## config.mk

```make
export PLATFORM = sky130hd
export DESIGN_NAME = stereo_pattern_source
export DESIGN_NICKNAME = d
export VERILOG_FILES = /design/src/rtl/stereo_stream_pkg.sv /design/src/rtl/stream_pattern_channel.sv /design/src/rtl/stereo_pattern_source.sv
export SDC_FILE = /design/constraint.sdc
export NUM_CORES = 1
export LEC_CHECK = 0
export CELL_PAD_IN_SITES_DETAIL_PLACEMENT = 0
export CELL_PAD_IN_SITES_GLOBAL_PLACEMENT = 1
export CORE_ASPECT_RATIO = 1.4
export CORE_MARGIN = 2
export CORE_UTILIZATION = 42
export CTS_CLUSTER_SIZE = 40
export DETAILED_ROUTE_END_ITERATION = 8
export PLACE_DENSITY = 0.84
export SETUP_SLACK_MARGIN = 0.1
export SYNTH_ARGS = -nofsm -noshare
export SYNTH_HDL_FRONTEND = slang
export SYNTH_HIERARCHICAL = 1
export SYNTH_SLANG_ARGS = --single-unit
```

## constraint.sdc

```tcl
create_clock -name aclk -period 1.68 [get_ports aclk]
set_clock_uncertainty 0.15 [all_clocks]
set_input_delay 0.336 -clock aclk [delete_from_list [all_inputs] [get_ports aclk]]
set_output_delay 0.336 -clock aclk [all_outputs]
set_load 0.1 [all_outputs]
```

## src/rtl/stereo_stream_pkg.sv

```systemverilog
`default_nettype none
// ============================================================================
// Module      : stereo_stream_pkg
// Description : Shared types and the test-pattern pixel function for the
//               stereo pattern source.
// Revision    : 1.0 - initial release
// ============================================================================
package stereo_stream_pkg;

    typedef enum logic [1:0] {
        PAT_RAMP    = 2'd0,
        PAT_BARS    = 2'd1,
        PAT_CHECKER = 2'd2,
        PAT_CONST   = 2'd3
    } pattern_e;

    typedef enum logic [1:0] {
        ST_IDLE   = 2'd0,
        ST_ACTIVE = 2'd1,
        ST_GAP    = 2'd2
    } top_state_e;

    localparam logic [31:0] C_PIX_CONST = 32'h0000_0080;

    // Pixel value for column c, line y, frame number f. The result is
    // computed 32 bits wide; callers keep the low BPP bits, which gives the
    // modulo-2^BPP ramp and an all-ones "max" for free.
    function automatic logic [31:0] pattern_pixel(
        input logic [31:0] c,
        input logic [31:0] y,
        input logic [15:0] f,
        input pattern_e    sel
    );
        logic [31:0] v;
        v = '0;
        case (sel)
            PAT_RAMP:    v = c + y + {16'd0, f};
            PAT_BARS:    v = c[4] ? '1 : '0;
            PAT_CHECKER: v = (c[3] ^ y[3]) ? '1 : '0;
            PAT_CONST:   v = C_PIX_CONST;
            default:     v = C_PIX_CONST;
        endcase
        return v;
    endfunction

endpackage
`default_nettype wire

```

## src/rtl/stream_pattern_channel.sv

```systemverilog
`default_nettype none
// ============================================================================
// Module      : stream_pattern_channel
// Description : One AXI4-Stream video channel: walks x/y over one frame,
//               holds a registered output beat, flags DONE after the last
//               beat. Column offset shifts the pattern horizontally.
// Revision    : 1.0 - initial release
// ============================================================================
module stream_pattern_channel
    import stereo_stream_pkg::*;
#(
    parameter int WIDTH  = 640,
    parameter int HEIGHT = 480,
    parameter int BPP    = 8,
    parameter int NPPC   = 4
) (
    input  logic                 aclk,
    input  logic                 areset,
    input  logic                 start,
    input  pattern_e             sel,
    input  logic [15:0]          frame_f,
    input  logic [15:0]          col_offset,
    output logic                 tvalid,
    output logic [BPP*NPPC-1:0]  tdata,
    input  logic                 tready,
    output logic                 tlast,
    output logic                 tuser,
    output logic                 done
);

    localparam int BEATS = WIDTH / NPPC;
    localparam int XW    = (BEATS > 1) ? $clog2(BEATS) : 1;
    localparam int YW    = (HEIGHT > 1) ? $clog2(HEIGHT) : 1;
    localparam logic [XW-1:0] C_X_LAST = XW'(BEATS - 1);
    localparam logic [YW-1:0] C_Y_LAST = YW'(HEIGHT - 1);

    logic [XW-1:0]         r_x;
    logic [YW-1:0]         r_y;
    logic                  r_tvalid;
    logic [BPP*NPPC-1:0]   r_tdata;
    logic                  r_tlast;
    logic                  r_tuser;
    logic                  r_done;

    logic [XW-1:0]         w_ld_x;
    logic [YW-1:0]         w_ld_y;
    logic                  w_frame_end;
    logic [BPP*NPPC-1:0]   w_data;

    // Position of the beat to load next: origin on start, else the successor.
    always_comb begin
        w_ld_x = '0;
        w_ld_y = '0;
        if (!start) begin
            if (r_x == C_X_LAST) begin
                w_ld_x = '0;
                w_ld_y = r_y + YW'(1);
            end else begin
                w_ld_x = r_x + XW'(1);
                w_ld_y = r_y;
            end
        end
    end

    assign w_frame_end = (r_x == C_X_LAST) && (r_y == C_Y_LAST);

    generate
        for (genvar i = 0; i < NPPC; i++) begin : g_pix
            logic [31:0] w_col;
            assign w_col = 32'(w_ld_x) * 32'(NPPC) + 32'(i) + {16'd0, col_offset};
            assign w_data[i*BPP +: BPP] = BPP'(pattern_pixel(w_col, 32'(w_ld_y), frame_f, sel));
        end
    endgenerate

    // Output beat register: loads on start or on an accepted beat, holds while stalled.
    always_ff @(posedge aclk or posedge areset) begin
        if (areset) begin
            r_x      <= '0;
            r_y      <= '0;
            r_tvalid <= 1'b0;
            r_tdata  <= '0;
            r_tlast  <= 1'b0;
            r_tuser  <= 1'b0;
            r_done   <= 1'b0;
        end else if (start) begin
            r_x      <= '0;
            r_y      <= '0;
            r_tvalid <= 1'b1;
            r_tdata  <= w_data;
            r_tlast  <= (C_X_LAST == '0);
            r_tuser  <= 1'b1;
            r_done   <= 1'b0;
        end else if (r_tvalid && tready) begin
            if (w_frame_end) begin
                r_tvalid <= 1'b0;
                r_tlast  <= 1'b0;
                r_tuser  <= 1'b0;
                r_done   <= 1'b1;
            end else begin
                r_x      <= w_ld_x;
                r_y      <= w_ld_y;
                r_tdata  <= w_data;
                r_tlast  <= (w_ld_x == C_X_LAST);
                r_tuser  <= 1'b0;
            end
        end
    end

    assign tvalid = r_tvalid;
    assign tdata  = r_tdata;
    assign tlast  = r_tlast;
    assign tuser  = r_tuser;
    assign done   = r_done;

endmodule
`default_nettype wire

```

## src/rtl/stereo_pattern_source.sv

```systemverilog
`default_nettype none
// ============================================================================
// Module      : stereo_pattern_source
// Description : Dual AXI4-Stream test-frame master. Left and right channels
//               carry the same pattern, right shifted by DISP columns.
//               Frame sequencing, inter-frame gap and frame counter live here.
// Revision    : 1.0 - initial release
// ============================================================================
module stereo_pattern_source
    import stereo_stream_pkg::*;
#(
    parameter int WIDTH     = 640,
    parameter int HEIGHT    = 480,
    parameter int BPP       = 8,
    parameter int NPPC      = 4,
    parameter int DISP      = 16,
    parameter int FRAME_GAP = 64
) (
    input  logic                 aclk,
    input  logic                 areset,
    input  logic                 enable,
    input  logic [1:0]           pattern_sel,
    output logic                 m_axis_l_tvalid,
    output logic [BPP*NPPC-1:0]  m_axis_l_tdata,
    input  logic                 m_axis_l_tready,
    output logic                 m_axis_l_tlast,
    output logic                 m_axis_l_tuser,
    output logic                 m_axis_r_tvalid,
    output logic [BPP*NPPC-1:0]  m_axis_r_tdata,
    input  logic                 m_axis_r_tready,
    output logic                 m_axis_r_tlast,
    output logic                 m_axis_r_tuser,
    output logic [15:0]          frame_cnt,
    output logic                 busy
);

    localparam int GW = (FRAME_GAP > 1) ? $clog2(FRAME_GAP) : 1;
    localparam logic [GW-1:0] C_GAP_LAST = GW'(FRAME_GAP - 1);

    logic [1:0]    r_rst_sync;
    logic          w_rst;
    top_state_e    r_state;
    logic          r_start;
    pattern_e      r_sel;
    logic [15:0]   r_frame_f;
    logic [15:0]   r_frame_cnt;
    logic [GW-1:0] r_gap_cnt;
    logic          r_busy;
    logic          w_done_l;
    logic          w_done_r;

    // Reset asserts asynchronously and releases two clocks after areset falls.
    always_ff @(posedge aclk or posedge areset) begin
        if (areset) begin
            r_rst_sync <= 2'b11;
        end else begin
            r_rst_sync <= {r_rst_sync[0], 1'b0};
        end
    end

    assign w_rst = r_rst_sync[1];

    // Frame sequencer. r_start is a one-cycle pulse that loads both channels;
    // done flags from the previous frame are ignored while it is high.
    always_ff @(posedge aclk or posedge w_rst) begin
        if (w_rst) begin
            r_state     <= ST_IDLE;
            r_start     <= 1'b0;
            r_sel       <= PAT_RAMP;
            r_frame_f   <= '0;
            r_frame_cnt <= '0;
            r_gap_cnt   <= '0;
            r_busy      <= 1'b0;
        end else begin
            r_start <= 1'b0;
            case (r_state)
                ST_IDLE: begin
                    if (enable) begin
                        r_state   <= ST_ACTIVE;
                        r_start   <= 1'b1;
                        r_sel     <= pattern_e'(pattern_sel);
                        r_frame_f <= r_frame_cnt;
                        r_busy    <= 1'b1;
                    end
                end
                ST_ACTIVE: begin
                    if (!r_start && w_done_l && w_done_r) begin
                        r_state     <= ST_GAP;
                        r_gap_cnt   <= '0;
                        r_frame_cnt <= r_frame_cnt + 16'd1;
                    end
                end
                ST_GAP: begin
                    if (r_gap_cnt == C_GAP_LAST) begin
                        if (enable) begin
                            r_state   <= ST_ACTIVE;
                            r_start   <= 1'b1;
                            r_sel     <= pattern_e'(pattern_sel);
                            r_frame_f <= r_frame_cnt;
                        end else begin
                            r_state <= ST_IDLE;
                            r_busy  <= 1'b0;
                        end
                    end else begin
                        r_gap_cnt <= r_gap_cnt + GW'(1);
                    end
                end
                default: begin
                    r_state <= ST_IDLE;
                    r_busy  <= 1'b0;
                end
            endcase
        end
    end

    stream_pattern_channel #(
        .WIDTH  (WIDTH),
        .HEIGHT (HEIGHT),
        .BPP    (BPP),
        .NPPC   (NPPC)
    ) u_chan_l (
        .aclk       (aclk),
        .areset     (w_rst),
        .start      (r_start),
        .sel        (r_sel),
        .frame_f    (r_frame_f),
        .col_offset (16'd0),
        .tvalid     (m_axis_l_tvalid),
        .tdata      (m_axis_l_tdata),
        .tready     (m_axis_l_tready),
        .tlast      (m_axis_l_tlast),
        .tuser      (m_axis_l_tuser),
        .done       (w_done_l)
    );

    stream_pattern_channel #(
        .WIDTH  (WIDTH),
        .HEIGHT (HEIGHT),
        .BPP    (BPP),
        .NPPC   (NPPC)
    ) u_chan_r (
        .aclk       (aclk),
        .areset     (w_rst),
        .start      (r_start),
        .sel        (r_sel),
        .frame_f    (r_frame_f),
        .col_offset (16'(DISP)),
        .tvalid     (m_axis_r_tvalid),
        .tdata      (m_axis_r_tdata),
        .tready     (m_axis_r_tready),
        .tlast      (m_axis_r_tlast),
        .tuser      (m_axis_r_tuser),
        .done       (w_done_r)
    );

    assign frame_cnt = r_frame_cnt;
    assign busy      = r_busy;

endmodule
`default_nettype wire

```

# Word-level counts from Yosys, hierarchy flattened
# Cells that the tools add are included.
# W data, S select, Z words.
# totals
regBits	152
inputBits	7
wordCells	199
# op_classes
add_sub_neg	32
n_mux	93
n_eq_ne	19
reduce_logical	24
bitwise	9
# op_table
op	count
$pmux W8 S4	8
$mux W8	26
$mux W32	6
$add A8 B8 Y8	16
$mux W9	10
$add A8 B1 Y8 const B	4
$add A8 B2 Y8 const B	4
$add A8 B5 Y8 const B	4
$eq A8 B8 Y1 const B	4
$mux W16	2
$pmux W16 S2	1
$mux W1	28
$add A9 B1 Y9 const B	2
$eq A9 B9 Y1 const B	2
$add A16 B1 Y16 const B	1
$ne A2 B2 Y1 const B	7
$mux W6	2
$pmux W6 S2	1
$reduce_and A2 Y1	6
$reduce_bool A2 Y1	6
$mux W2	5
$xor A1 B1 Y1	8
$add A6 B1 Y6 const B	1
$eq A2 B2 Y1 const B	3
other kinds (12)	20

# Depth between registers and ports, before layout
# logic_depth
word_depth	11
depth_mapped	23

# Modules after synthesis
# The synthesis kept the hierarchy.
# modules_own_cells
module	area_per_inst_um2	seq_area_each_um2	cells_per_inst	n_inst
stream_pattern_channel (u_chan_r)	5023.6	1326.3	568	1
stream_pattern_channel (u_chan_l)	4992.3	1326.3	581	1
stereo_pattern_source	1991.9	1153.6	151	1

# Least setup slack after synthesis
# Ideal clock, no wire load.
# synth_path
kind	register to register
start	register u_chan_l.r_x[5]
end	register u_chan_l.r_tdata[15], in the netlist u_chan_l/tdata[15]
synth_period_minus_slack_ns	4.497
setup_time_ns	0.088
t_required_ns	1.442
stages_incl_launch_ff	18
n_path_buf	2
arrival_time_ns	4.258
path_slack_ns	-2.817
cell_sequence	dfrtp_1 buf_6 or3b_4 nor2_1 nor3_1 ha_1 clkbuf_1 xnor2_1 fa_1 fa_1 nand2b_1 a21oi_1 nor4_1 a311o_1 xnor3_1 xor2_1 nand2_1 a41oi_1
# synth_between
elab_chain_cells	10
elab_cells_between_ends	19
# synth_lines
element	line	text
start: declaration	stream_pattern_channel.sv:37	logic [XW-1:0] r_x;
start signal: assignment	stream_pattern_channel.sv:100	r_x <= w_ld_x;
$add A8 B1 Y8 or $eq A8 B8 Y1 (tied branches)	stream_pattern_channel.sv:59, stream_pattern_channel.sv:55, stream_pattern_channel.sv:65	
$mux W8	stream_pattern_channel.sv:55	if (r_x == C_X_LAST) begin
$mux W8	stream_pattern_channel.sv:54	if (!start) begin
$add A8 B1 Y8	stream_pattern_channel.sv:70	assign w_col = 32'(w_ld_x) * 32'(NPPC) + 32'(i) + {16'd0, col_offset};
$add A8 B8 Y8 or $xor A1 B1 Y1 (tied branches)	stereo_stream_pkg.sv:37, stereo_stream_pkg.sv:39	
$add A8 B8 Y8 or $mux W8 (tied branches)	stereo_stream_pkg.sv:37, stereo_stream_pkg.sv:39	
$pmux W8 S4	stereo_stream_pkg.sv:36	case (sel)
$mux W32	stream_pattern_channel.sv:94	if (w_frame_end) begin
$mux W32	stream_pattern_channel.sv:93	end else if (r_tvalid && tready) begin
$mux W32	stream_pattern_channel.sv:85	end else if (start) begin
end signal: assignment	stream_pattern_channel.sv:89	r_tdata <= w_data;
end signal: assignment	stream_pattern_channel.sv:102	r_tdata <= w_data;
end: declaration	stream_pattern_channel.sv:40	logic [BPP*NPPC-1:0] r_tdata;
# Several ways; a longest one is shown, not always the timed one. The select of a mux whose other input is x is not followed.
# A chain may end at the register's enable or synchronous reset.

# Worst setup path after layout
# layout_path
start	register u_chan_r.r_x[1]
end	register u_chan_r.r_tdata[7], in the netlist u_chan_r/tdata[7]
# layout_between
elab_chain_cells	10
elab_cells_between_ends	19
# layout_lines
element	line
start: declaration	stream_pattern_channel.sv:37
start signal: assignment	stream_pattern_channel.sv:100
$add A8 B1 Y8 or $eq A8 B8 Y1 (tied branches)	stream_pattern_channel.sv:59, stream_pattern_channel.sv:55, stream_pattern_channel.sv:65
$mux W8	stream_pattern_channel.sv:55
$mux W8	stream_pattern_channel.sv:54
$add A8 B5 Y8	stream_pattern_channel.sv:70
$add A8 B8 Y8 or $xor A1 B1 Y1 (tied branches)	stereo_stream_pkg.sv:37, stereo_stream_pkg.sv:39
$add A8 B8 Y8 or $mux W8 (tied branches)	stereo_stream_pkg.sv:37, stereo_stream_pkg.sv:39
$pmux W8 S4	stereo_stream_pkg.sv:36
$mux W32	stream_pattern_channel.sv:94
$mux W32	stream_pattern_channel.sv:93
$mux W32	stream_pattern_channel.sv:85
end signal: assignment	stream_pattern_channel.sv:89
end signal: assignment	stream_pattern_channel.sv:102
end: declaration	stream_pattern_channel.sv:40
# Several ways; a longest one is shown, not always the timed one. The select of a mux whose other input is x is not followed.

==> impl_metrics.json <==
{
  "initial_core_util_pct": 42.5,
  "path_max_fanout": 4,
  "power.internal_mw": 22.5,
  "cts.htree.levels": 4,
  "cts_root_buffer": "clkbuf_16",
  "fin_ws_ns": -2.70,
  "slew_viol_final": 0,
  "portBuffers": 93,
  "rsz0062_at_grt": "true",
  "switching_share_pct": 49.0,
  "tightest_slew_ns": 0.925,
  "wirelength_um": 48600,
  "clk_path_buf_depth": 2,
  "synth_cells": 1284,
  "core_um2": 27600,
  "crit_required_ns": 1.89,
  "io_pins": 94,
  "nets": 1980,
  "power.total_mw": 44.1,
  "grt_start_max_net_pins": 56,
  "cp_slowest_stage_delay_ns": 0.53,
  "pwr-share-clk_pct": 9.0,
  "hold_viol": 0,
  "p_per_area_nw_per_um2": 2140,
  "drc_errors": 0,
  "rows": 72,
  "cap_violations": 0,
  "period_needed_ns": 4.38,
  "clkSinkCount": 144,
  "hpwl_um": 29800,
  "ant_nets": 0,
  "syn_area_um2": 11700,
  "cp_slowest_cell": "or4_4",
  "syn_area_per_cell_um2": 9.13,
  "p_comb_share_pct": 78.6,
  "crit_top_cell": "buf_4",
  "cts_buffers": 17,
  "fmax_mhz": 229,
  "crit_path_cell_trace": "ha_4 > buf_4 > xnor2_1 > nor2_2 > ha_2 > buf_4 > o21ai_1 > nand2b_1 > buf_4 > xnor2_2 > buf_4 > fa_1 > inv_1 > ha_4 > a21oi_2 > xnor3_1 > or4_4 > o211ai_2",
  "min_path_type": "in2async",
  "postLayoutCoreUtil_pct": 74.6,
  "clk_pin_slew_ns": 0.07,
  "fp.dieW_um": 145,
  "ir_worst_vdd_v": 0.00162,
  "worstSetupPathType": "reg2reg",
  "grt_overflow": 0,
  "leakagePower_nw": 9.53,
  "failed_checks": "negative setup slack",
  "gp_congestion": 0.993,
  "dieArea_um2": 29300,
  "via_per_inst": 5.58,
  "diodes": 0,
  "post_dp_cell_area_um2": 17300,
  "antenna_found_initial": 2,
  "slew_headroom_pct": 37.8,
  "post-place-ws_ns": -2.58,
  "worst_setup_path_end_kind": "flop",
  "status": "finished, violations left",
  "syn_to_final_growth_pct": 75.5,
  "grt_pass1_wl_um": 64700,
  "setup_viol": 145,
  "clock_latency_ns": 0.45,
  "seqPwrFrac_pct": 12.4,
  "avgRoutedWirePerCell_um": 21.9,
  "yosys_warnings": 6,
  "route.vias.total": 12400,
  "initialDrtViolationCount": 940,
  "crit_path_start_kind": "flop",
  "switching_power_mw": 21.6,
  "cts_tree": "yes",
  "setup_tns_ns": -171.73,
  "drive_gt1_share_pct": 52.3,
  "cp.arrival_ns": 4.59,
  "firstDrtPassIters": 7,
  "fillerInstances": 1634,
  "design_area_um2": 20600,
  "grt_pass1_vias": 12500,
  "fp.dieH_um": 202,
  "period_share_pct": 260,
  "track_usage_pct": 28.1
}
stage by stage:
step | hold slack [ns] | instances
after floorplan | 0.0975 | 1318
after CTS | 0.0602 | 2167
after detailed placement | 0.0775 | 2085
final | 0.0608 | 2220
after global routing | 0.0599 | 2220
after global placement | 0.0727 | 2085
state kept, by name, summed over array words and instances, names as in the netlist, 6 cells and up:
name / cells
u_chan_r/r_x: 8
r_frame_f: 8
u_chan_l/tdata: 32
u_chan_r/tdata: 32
u_chan_l/r_y: 9
r_gap_cnt: 6
u_chan_r/r_y: 9
frame_cnt: 16
u_chan_l/r_x: 8
repair_timing:
action	CTS	global route
gates cloned	0	6
pin swaps	110	196
hold buffers	0	0
endpoints found under the setup margin	151	155
buffers inserted	60	72
resized for setup	156	226
power groups by stage:
stage	clock network (mW)	logic (mW)	registers, mW
final	3.97	34.6	5.49
after global routing	4.11	36.2	5.59
after CTS	3.97	30.6	5.47
after detailed placement	0	28.4	5.53
after global placement	0	28.0	5.49
after floorplan	0	11.8	10.8
placed cells by master (no fill, tap or decap), drive strengths merged, types with 6 or more instances in the layout:
master         instances
clkdlybuf4s50          6
nand4                 11
clkbuf                24
nand2                123
fa                    62
o21bai                17
xor2                  30
or3                    6
o21a                  11
and3                  11
conb                  36
nor2b                 12
nand2b                 8
o31ai                  6
xnor2                 95
nor3                  30
a31oi                 41
o211ai                13
dfrtp                142
mux2                  11
inv                  154
a21o                  18
mux2i                  6
a21oi                 66
ha                    74
a22oi                  7
buf                  539
nor4                   6
nor2                 122
o21ai                 50
nand3                 33
final timing paths:
check	depth (start not counted)	start	slack (ns)	endpoint
worst max-delay path	18	u_chan_r/r_x[1]$_DFFE_PP0P_	-2.70	u_chan_r/tdata[7]$_DFFE_PP0P_
worst min-delay path	2	areset	0.06	r_rst_sync[0]$_DFF_PP1_
worst max register to register	18	u_chan_r/r_x[1]$_DFFE_PP0P_	-2.70	u_chan_r/tdata[7]$_DFFE_PP0P_
worst min register to register	1	r_rst_sync[1]$_DFF_PP1_	0.08	u_chan_l/tuser$_DFFE_PP0P_
max in group asynchronous	2	r_rst_sync[1]$_DFF_PP1_	0.69	frame_cnt[8]$_DFFE_PP0P_
min in group aclk	0	r_rst_sync[0]$_DFF_PP1_	0.21	r_rst_sync[1]$_DFF_PP1_
cell type report:
| class | instances | area [um^2] | share of cell area, % |
|---|---|---|---|
| well taps | 370 | 463 | 2.25 |
| flip-flops and latches | 144 | 3650 | 17.8 |
| repair buffers | 549 | 5850 | 28.4 |
| multi-input cells | 972 | 9410 | 45.7 |
| clock buffers | 20 | 457 | 2.22 |
| clock inverters | 12 | 133 | 0.645 |
| inverters | 153 | 604 | 2.94 |
layer usage:
metal / global-route usage (%) / up-vias / routed length (um)
met5: 0 / - / 13
met4: 20.2 / 2 / 4490
met3: 5.31 / 280 / 2650
met2: 53.3 / 620 / 25500
met1: 26.9 / 6117 / 15900
li1: - / 5379 / -
worst max-delay path: cells and delay by family (launching register included):
family                   cells  cell delay, ns
AND/OR/NAND/NOR              3            0.75
XOR/XNOR                     3            0.80
buffers and inverters        5            0.74
AO/OA/AOI/OAI                3            0.41
flip-flops                   1            0.43
adder cells (fa/ha/maj)      4            1.00
Note: power is estimated with default switching activity, not from simulation.
